$ cat src/rtl/multicycle_controller.sv
// Five-phase multicycle control unit: run/stop sequencing, IR, registered decode, flags, branch resolve.
// Latency: 5 cycles per instruction; P1 starts one cycle after a rising edge on exec.
// Backpressure: none; an exec edge while running stops after the current instruction completes.
module multicycle_controller #(
    parameter int INSTR_W     = 16,
    parameter bit SINGLE_STEP = 1'b0
) (
    input  logic               clock,
    input  logic               reset,
    input  logic               exec,
    input  logic [INSTR_W-1:0] instr,
    input  logic [3:0]         alu_flags,
    output logic [4:0]         phase,
    output logic               running,
    output logic               RegWrite,
    output logic               MemtoReg,
    output logic               RegDst,
    output logic               ALUSrc,
    output logic               MemWrite,
    output logic               FlagWrite,
    output logic               PCWrite,
    output logic               PCSrc,
    output logic               Halt
);

    typedef enum logic [2:0] {
        S_IDLE   = 3'd0,
        S_P1     = 3'd1,
        S_P2     = 3'd2,
        S_P3     = 3'd3,
        S_P4     = 3'd4,
        S_P5     = 3'd5,
        S_HALTED = 3'd6
    } state_t;

    state_t             state_q, state_d;
    logic [INSTR_W-1:0] ir_q, ir_d;
    logic [3:0]         flags_q, flags_d;
    logic               exec_q, exec_d;
    logic               stop_req_q, stop_req_d;

    // Registered outputs, computed from the next state so they line up with the phase they belong to
    logic [4:0] phase_q, phase_d;
    logic       running_q, running_d;
    logic       reg_write_q, reg_write_d;
    logic       mem_to_reg_q, mem_to_reg_d;
    logic       reg_dst_q, reg_dst_d;
    logic       alu_src_q, alu_src_d;
    logic       mem_write_q, mem_write_d;
    logic       flag_write_q, flag_write_d;
    logic       pc_write_q, pc_write_d;
    logic       pc_src_q, pc_src_d;
    logic       halt_q, halt_d;

    logic       exec_edge;
    logic [1:0] op1;
    logic [2:0] op2;
    logic [2:0] cond;
    logic [3:0] op3;
    logic       is_ld, is_st, is_li, is_alu, is_hlt, no_wb;
    logic       wr_reg, wr_flags, is_b, is_bcc, cond_true, taken;
    logic       ctl_phase, br_phase;

    assign exec_edge = exec & ~exec_q;

    // Instruction register captures memory data at the end of P1 and holds it otherwise
    always_comb begin
        ir_d = ir_q;
        if (state_q == S_P1) begin
            ir_d = instr;
        end
    end

    // Field extraction from the (next) instruction register; equals ir_q from P2 onward
    assign op1  = ir_d[INSTR_W-1 -: 2];
    assign op2  = ir_d[INSTR_W-3 -: 3];
    assign cond = ir_d[INSTR_W-6 -: 3];
    assign op3  = ir_d[7:4];

    assign is_ld    = (op1 == 2'b00);
    assign is_st    = (op1 == 2'b01);
    assign is_li    = (op1 == 2'b10) && (op2 == 3'b000);
    assign is_alu   = (op1 == 2'b11);
    assign is_hlt   = is_alu && (op3 == 4'b1111);
    // CMP, OUT, NOP and HLT produce no register result
    assign no_wb    = (op3 == 4'b0101) || (op3 == 4'b1101) || (op3 == 4'b1110) || (op3 == 4'b1111);
    assign wr_reg   = is_ld || is_li || (is_alu && !no_wb);
    assign wr_flags = is_alu && (op3 <= 4'd6);
    assign is_b     = (op1 == 2'b10) && (op2 == 3'b100);
    assign is_bcc   = (op1 == 2'b10) && (op2 == 3'b111);
    assign taken    = is_b || (is_bcc && cond_true);

    // Conditional branch evaluation against the stored {S,Z,C,V} flags
    always_comb begin
        cond_true = 1'b0;
        case (cond)
            3'b000:  cond_true = flags_q[2];
            3'b001:  cond_true = flags_q[3] ^ flags_q[0];
            3'b010:  cond_true = flags_q[2] | (flags_q[3] ^ flags_q[0]);
            3'b011:  cond_true = ~flags_q[2];
            default: cond_true = 1'b0;
        endcase
    end

    // Phase sequencing, stop request capture and flag register update
    always_comb begin
        state_d    = state_q;
        stop_req_d = stop_req_q;
        flags_d    = flags_q;
        exec_d     = exec;
        case (state_q)
            S_IDLE: begin
                if (exec_edge) state_d = S_P1;
            end
            S_P1: begin
                state_d = S_P2;
                if (exec_edge) stop_req_d = 1'b1;
            end
            S_P2: begin
                state_d = S_P3;
                if (exec_edge) stop_req_d = 1'b1;
            end
            S_P3: begin
                state_d = S_P4;
                if (wr_flags) flags_d = alu_flags;
                if (exec_edge) stop_req_d = 1'b1;
            end
            S_P4: begin
                state_d = S_P5;
                if (exec_edge) stop_req_d = 1'b1;
            end
            S_P5: begin
                // HLT wins over any pending or same-cycle stop request
                stop_req_d = 1'b0;
                if (is_hlt) begin
                    state_d = S_HALTED;
                end else if (stop_req_q || exec_edge || SINGLE_STEP) begin
                    state_d = S_IDLE;
                end else begin
                    state_d = S_P1;
                end
            end
            S_HALTED: begin
                state_d = S_HALTED;
            end
            default: begin
                state_d    = S_IDLE;
                stop_req_d = 1'b0;
            end
        endcase
    end

    assign ctl_phase = (state_d == S_P2) || (state_d == S_P3) || (state_d == S_P4) || (state_d == S_P5);
    assign br_phase  = (state_d == S_P3) || (state_d == S_P4) || (state_d == S_P5);

    // Next values of the datapath controls for the phase being entered
    always_comb begin
        phase_d = 5'b00000;
        case (state_d)
            S_P1:    phase_d = 5'b00001;
            S_P2:    phase_d = 5'b00010;
            S_P3:    phase_d = 5'b00100;
            S_P4:    phase_d = 5'b01000;
            S_P5:    phase_d = 5'b10000;
            default: phase_d = 5'b00000;
        endcase
        running_d    = (state_d == S_P1) || ctl_phase;
        mem_to_reg_d = ctl_phase && is_ld;
        reg_dst_d    = ctl_phase && !is_ld;
        alu_src_d    = ctl_phase && (is_ld || is_st);
        reg_write_d  = (state_d == S_P5) && wr_reg;
        mem_write_d  = (state_d == S_P4) && is_st;
        flag_write_d = (state_d == S_P3) && wr_flags;
        pc_write_d   = (state_d == S_P5) && !is_hlt;
        pc_src_d     = br_phase && taken;
        halt_d       = (state_d == S_HALTED);
    end

    // All state and output flops; reset clears everything at once so no enable can stay high
    always_ff @(posedge clock or negedge reset) begin
        if (!reset) begin
            state_q      <= S_IDLE;
            ir_q         <= '0;
            flags_q      <= 4'b0000;
            exec_q       <= 1'b0;
            stop_req_q   <= 1'b0;
            phase_q      <= 5'b00000;
            running_q    <= 1'b0;
            reg_write_q  <= 1'b0;
            mem_to_reg_q <= 1'b0;
            reg_dst_q    <= 1'b0;
            alu_src_q    <= 1'b0;
            mem_write_q  <= 1'b0;
            flag_write_q <= 1'b0;
            pc_write_q   <= 1'b0;
            pc_src_q     <= 1'b0;
            halt_q       <= 1'b0;
        end else begin
            state_q      <= state_d;
            ir_q         <= ir_d;
            flags_q      <= flags_d;
            exec_q       <= exec_d;
            stop_req_q   <= stop_req_d;
            phase_q      <= phase_d;
            running_q    <= running_d;
            reg_write_q  <= reg_write_d;
            mem_to_reg_q <= mem_to_reg_d;
            reg_dst_q    <= reg_dst_d;
            alu_src_q    <= alu_src_d;
            mem_write_q  <= mem_write_d;
            flag_write_q <= flag_write_d;
            pc_write_q   <= pc_write_d;
            pc_src_q     <= pc_src_d;
            halt_q       <= halt_d;
        end
    end

    assign phase     = phase_q;
    assign running   = running_q;
    assign RegWrite  = reg_write_q;
    assign MemtoReg  = mem_to_reg_q;
    assign RegDst    = reg_dst_q;
    assign ALUSrc    = alu_src_q;
    assign MemWrite  = mem_write_q;
    assign FlagWrite = flag_write_q;
    assign PCWrite   = pc_write_q;
    assign PCSrc     = pc_src_q;
    assign Halt      = halt_q;

endmodule

$ cat config.mk
export PLATFORM = sky130hd
export DESIGN_NAME = multicycle_controller
export DESIGN_NICKNAME = d
export VERILOG_FILES = /design/src/rtl/multicycle_controller.sv
export SDC_FILE = /design/constraint.sdc
export NUM_CORES = 1
export LEC_CHECK = 0
export CAP_MARGIN = 15
export CORE_ASPECT_RATIO = 0.75
export CORE_UTILIZATION = 45
export DETAILED_ROUTE_END_ITERATION = 8
export PLACE_DENSITY = 0.73
export SLEW_MARGIN = 25
export SYNTH_ARGS = -nofsm -noshare
export SYNTH_HDL_FRONTEND = slang
export SYNTH_SLANG_ARGS = --single-unit
$ cat constraint.sdc
create_clock -name clock -period 2.2 [get_ports clock]
set_input_delay 0.22 -clock clock [delete_from_list [all_inputs] [get_ports clock]]
set_output_delay 0.22 -clock clock [all_outputs]
set_load 0.01 [all_outputs]
# == Word-level counts from Yosys, hierarchy flattened ==
# Index checks and enable logic that the tools add are counted.
# totals
regBits,40
in_bits,23
output_inout_bits,15
word_cells,98
# op_classes
magnitude_cmp,1
n_eq_ne,25
mux,9
bitwise_logic,6
reduce_logical,40
# ops
operator,n
5-bit case mux with 5 select lines,1
"3-bit equality test, second input constant",8
3-bit case mux with 7 select lines,1
"3-bit by 2-bit equality test with 1-bit output, second input constant",6
16-bit two-way mux,1
1-bit logical AND,15
1-bit logical OR,14
"4-bit equality test, second input constant",3
"3-bit by 1-bit equality test with 1-bit output, second input constant",3
3-bit logical NOT,3
3-bit two-way mux,2
"2-bit equality test, second input constant",2
"4-bit by 3-bit equality test with 1-bit output, second input constant",1
"4-bit by 3-bit less-or-equal comparator with 1-bit output, second input constant",1
1-bit case mux with 4 select lines,1
2-bit AND reduction,2
4-bit OR reduction,1
1-bit logical NOT,3
1-bit inverter,3
"2-bit by 1-bit equality test with 1-bit output, second input constant",1
2-bit logical NOT,1
1-bit two-way mux,2
"2-bit by 1-bit inequality test with 1-bit output, second input constant",1
1-bit case mux with 2 select lines,1
other kinds (4),4

# == Longest topological paths before layout ==
# Gate-level depths: netlist of the first run.
# depth
depth_word,11
mapped_depth,6
ltp_nobuf,5

# == Worst setup path before layout of the first run ==
# OpenSTA, ideal clock, no wires.
# synth_timing
path_type,register to register
startpoint,reg state_q[2]
endpoint,reg flags_q[0]
setup_time_ps,125
arrival_time_ps,1687
required_ps,2075
path_slack_ps,388
stages_incl_launch_ff,7
n_path_buf,1
period_less_slack_ps,1812
cell_sequence,dfrtp_1 > or3b_4 > inv_2 > buf_4 > nand4_1 > a21oi_2 > mux2_2
# synth_between
elab_chain_len,5
word_cells_on_any_way,7
classes_between,1 x order compare; 3 x eq/ne; 1 x mux; 2 x reduce/logical
# synth_rtl
item,line_no,text
start: declaration,36,"state_t state_q, state_d;"
start signal: assignment,199,state_q <= state_d;
3-bit by 1-bit equality test with 1-bit output,69,if (state_q == S_P1) begin
16-bit two-way mux,69,
4-bit by 3-bit less-or-equal comparator with 1-bit output / 2-bit equality test (equally long branches),"88, 83",
1-bit logical AND,88,assign wr_flags = is_alu && (op3 <= 4'd6);
2-bit AND reduction (no source line) *,--,
end signal: assignment,201,flags_q <= flags_d;
end: declaration,38,"logic [3:0] flags_q, flags_d;"
# Every way passes the cells marked *; elsewhere a longest branch is shown, timed or not.
# A chain may end at the register's enable or synchronous reset.

# == Worst setup path after layout of the first run ==
# layout_timing
startpoint,reg state_q[1]
endpoint,reg state_q[0]
# layout_between
elab_chain_len,6
word_cells_on_any_way,13
classes_between,8 x eq/ne; 3 x mux; 2 x reduce/logical
# layout_rtl
item,line_no,text
3-bit by 1-bit equality test with 1-bit output,"69, 111",
16-bit two-way mux,69,
4-bit equality test / 2-bit equality test (equally long branches),"84, 83",
1-bit logical AND,84,assign is_hlt = is_alu && (op3 == 4'b1111);
3-bit two-way mux,135,if (is_hlt) begin
3-bit case mux with 7 select lines *,111,case (state_q)
net state_d[0],36,
# Mark *: on every way through the listed nets, which the timed path passes. The rest lies on a longest branch.

==> metrics.txt, run 1 <==
# TYPE chip_impl_metric gauge
chip_impl_metric{name="slew_violations",unit=""} 0
chip_impl_info{name="worstReg2RegEnd",value="state_q[0]"} 1
chip_impl_metric{name="postSynthRegisterBits",unit=""} 35
chip_impl_metric{name="antenna-diode-count",unit=""} 0
chip_impl_info{name="synth.top_cells.by_area",value="dfrtp_1, nand2_1, mux2_2, nor3_1, mux2i_1"} 1
chip_impl_info{name="timing.critical_path.cells",value="or3b_4 -> inv_2 -> nor3_2 -> or4_1 -> a21oi_1"} 1
chip_impl_metric{name="crit_arrival",unit="ns"} 2.20
chip_impl_metric{name="synth-compound-area-share",unit="%"} 13.2
chip_impl_metric{name="port-buffer-count",unit=""} 32
chip_impl_metric{name="initial_antenna_violation_count",unit=""} 0
chip_impl_metric{name="worst_slack_at_placement",unit="ns"} 0.242
chip_impl_metric{name="postLayoutCellArea",unit="sq mm"} 0.00208
chip_impl_metric{name="setup_slack",unit="ns"} 0.211
chip_impl_metric{name="drc_errors_left",unit=""} 0
chip_impl_metric{name="powerDensity",unit="mW/mm^2"} 569
chip_impl_metric{name="dr_total_vias",unit=""} 1351
chip_impl_metric{name="grt.overflow.total",unit=""} 0
chip_impl_metric{name="timing.final.hold_violations",unit=""} 0
chip_impl_metric{name="worstSkewPairLatency",unit="ns"} 0.29
chip_impl_info{name="cp-end-kind",value="register"} 1
chip_impl_metric{name="fin_setup_tns",unit="ns"} 0
chip_impl_metric{name="crit_buf_inv",unit=""} 1
chip_impl_metric{name="synth.distinct_cells",unit=""} 38
chip_impl_info{name="cts_tree",value="yes"} 1
chip_impl_metric{name="ff2ff_path_depth",unit=""} 5
chip_impl_metric{name="period_minus_slack",unit="ns"} 1.99
chip_impl_metric{name="post-synth-top-area-fraction",unit="%"} 54.9
chip_impl_info{name="rsz_0062_raised_after_global_routing",value="no"} 1
chip_impl_metric{name="cts_hold_buf",unit=""} 0
chip_impl_info{name="post_synth_most_frequent_cells",value="nand2_1, dfrtp_1, nor3_1, nor2_1, clkbuf_1"} 1
chip_impl_metric{name="start_util",unit="%"} 47.9
chip_impl_metric{name="postSynthNetCount",unit=""} 187
chip_impl_metric{name="wire_length_of_the_first_global_routing_pass",unit="mm"} 5.78
chip_impl_metric{name="detail_route.vias_per_cell",unit=""} 5.54
chip_impl_metric{name="clk_pin_slew",unit="ns"} 0.07
chip_impl_metric{name="die_width",unit="um"} 70.8
chip_impl_info{name="ys.flop_type",value="dfrtp_1"} 1
chip_impl_info{name="dominant_combinational_cell_family_by_area_after_synthesis",value="simple AND/OR/NAND/NOR gates"} 1
chip_impl_metric{name="synth_area_per_cell",unit="sq um"} 9.73
chip_impl_metric{name="max_cap_viols",unit=""} 0
chip_impl_metric{name="maxClockFrequency",unit="GHz"} 0.503
chip_impl_metric{name="clk_path_buf_depth",unit=""} 2
chip_impl_metric{name="p_total",unit="mW"} 1.18
chip_impl_info{name="yosys.area.top_type",value="dfrtp_1"} 1
chip_impl_metric{name="worst_setup_skew_after_layout",unit="ns"} 0.00914
chip_impl_metric{name="post_synth_and_or_nand_nor_area_fraction",unit="%"} 22.9
chip_impl_metric{name="synth_adder_area_share",unit="%"} 0
chip_impl_metric{name="std_cell_rows",unit=""} 18
chip_impl_metric{name="ir_worst_vdd",unit="V"} 0.000357
chip_impl_metric{name="setup_viol",unit=""} 0
chip_impl_metric{name="clock-sinks",unit=""} 35
chip_impl_metric{name="num_io_pins",unit=""} 38
chip_impl_metric{name="post_detailed_placement_half_perimeter_wirelength",unit="mm"} 2.62
chip_impl_info{name="yosys.cell_count.top_type",value="nand2_1"} 1
chip_impl_metric{name="syn_inst",unit=""} 164
chip_impl_metric{name="synth_xor_xnor_area_share",unit="%"} 0.549
chip_impl_metric{name="detail_route.first_pass.iterations",unit=""} 6
chip_impl_metric{name="synth_async_sr_flop_share",unit="%"} 100
chip_impl_metric{name="route.final.wire_length",unit="mm"} 3.52
chip_impl_metric{name="largest_stage_delay_on_the_critical_path",unit="ns"} 0.54
chip_impl_info{name="root_buffer",value="clkbuf_8"} 1
chip_impl_metric{name="post_synth_edffs",unit=""} 0
chip_impl_info{name="min_path_type",value="in -> async"} 1
chip_impl_info{name="setup.worst_path.start_class",value="register"} 1
chip_impl_info{name="timing.setup.critical_path_class",value="reg -> reg"} 1
chip_impl_metric{name="r2r_setup_slack",unit="ns"} 0.21
chip_impl_info{name="outcome",value="finished, final reports clean"} 1
chip_impl_metric{name="floorplan_core_area",unit="sq mm"} 0.00333
chip_impl_metric{name="post_cts_buffers",unit=""} 0
chip_impl_metric{name="die_height",unit="um"} 53.6
chip_impl_metric{name="synthesis.yosys.warnings",unit=""} 0
chip_impl_metric{name="synth_mux_area_share",unit="%"} 5.41
chip_impl_info{name="worst_path_max_delay_cell",value="or4_1"} 1
chip_impl_metric{name="wl_per_cell",unit="um"} 14.4
chip_impl_metric{name="cts.repair.resized",unit=""} 0
chip_impl_metric{name="maxSlewHeadroom",unit="%"} 71.0
chip_impl_metric{name="placed_area",unit="sq mm"} 0.00199
chip_impl_info{name="r2r_start",value="state_q[1]"} 1
chip_impl_metric{name="gp_congestion",unit=""} 0.762
chip_impl_metric{name="drtAntennaViolNets",unit=""} 0
chip_impl_metric{name="netlist_area_before_placement",unit="sq mm"} 0.00160
chip_impl_metric{name="maximum_level_of_the_cts_h_tree",unit=""} 2
chip_impl_info{name="crit_family",value="simple AND/OR/NAND/NOR gates"} 1
chip_impl_metric{name="via_count_of_the_first_global_routing_pass",unit=""} 1203
chip_impl_metric{name="drive_above_1_share",unit="%"} 12.3
chip_impl_metric{name="finish.net_count",unit=""} 226
chip_impl_metric{name="drt-initial-drc-count",unit=""} 103
chip_impl_metric{name="worst_ep_required_time",unit="ns"} 2.41
chip_impl_metric{name="grt_start_max_net_pins",unit=""} 36
chip_impl_metric{name="design.die.area",unit="sq mm"} 0.00379
chip_impl_metric{name="synth.yosys.seq_area_share",unit="%"} 54.9
chip_impl_metric{name="numCtsBuffers",unit=""} 5
chip_impl_metric{name="area_delta_synth_final",unit="%"} 30.2
chip_impl_metric{name="max_slew.worst_pin.slew",unit="ns"} 0.435
chip_impl_metric{name="grtUsageTotal",unit="%"} 20.8
chip_impl_metric{name="crit_fanout",unit=""} 12
chip_impl_metric{name="period_share",unit="%"} 90.4
chip_impl_metric{name="static-leakage-power",unit="nW"} 0.933
==> worst max path at each step <==
stage / cells past startpoint / slack, ns / start / end
finish: 5 / 0.21 / state_q[1] / state_q[0]
detailed placement: 5 / 0.24 / state_q[1] / flags_q[2]
global placement: 5 / 0.29 / state_q[1] / flags_q[2]
global route: 5 / 0.12 / state_q[1] / state_q[0]
CTS: 5 / 0.23 / state_q[1] / flags_q[3]
floorplan: 6 / 0.39 / state_q[2] / flags_q[0]
==> power breakdown <==
part           switching [mW]  internal, mW  leakage (nW)
logic                  0.0356        0.0376         0.488
clock network           0.237         0.220        0.0402
registers             0.00410         0.648         0.404
==> logic make-up after synthesis <==
logic type,count (synthesis)
compound gates,30
buf+inv,12
xor+xnor,1
mux,8
flops,35
simple gates,78
==> layout by cell type, fill, tap and decap left out, types with 4 or more instances in the layout <==
master,instances
nand2_1,42
a31oi_1,4
nor3_1,9
nor2_1,7
o21ai_0,4
buf_4,7
mux2_2,5
dfrtp_1,35
clkbuf_8,5
nand4_1,4
inv_1,4
clkdlybuf4s50_1,32
==> per-layer routing <==
layer | track usage, % | share of wire [%] | wire length [um]
met3 | 5.24 | 6.5 | 229
met4 | 8.00 | 0.74 | 26
met2 | 32.2 | 47 | 1640
met5 | 0 | 0 | 0
met1 | 28.5 | 46 | 1620
==> registers in the layout, summed over array words and instances (netlist names), 3 cells and up <==
name	flops
ir_q	12
phase	5
flags_q	3
state_q	3
==> through the flow <==
stage | instances | util, % | hold slack (ns)
after floorplan | 164 | - | -0.0756
after global placement | 236 | 59.7 | 0.467
after detailed placement | 236 | 59.7 | 0.476
after CTS | 244 | 62.3 | 0.340
after global routing | 244 | 62.3 | 0.369
final | 244 | 62.3 | 0.328
==> final cells by class <==
class,instances,area [sq um]
repair buffers,39,373
clock buffers,5,68.8
inverters,5,18.8
multi-input cells,117,672
well taps,40,50.0
clock inverters,3,20.0
flip-flops and latches,35,876
fillers,286,1250
Power figures use the tool's default switching activity.
==> run 2, diff against run 1 <==
- CAP_MARGIN: 15 -> default
- SLEW_MARGIN: 25 -> 20
==> results of run 2 <==
Final layout, timing and power as in run 1 (identical DEF).
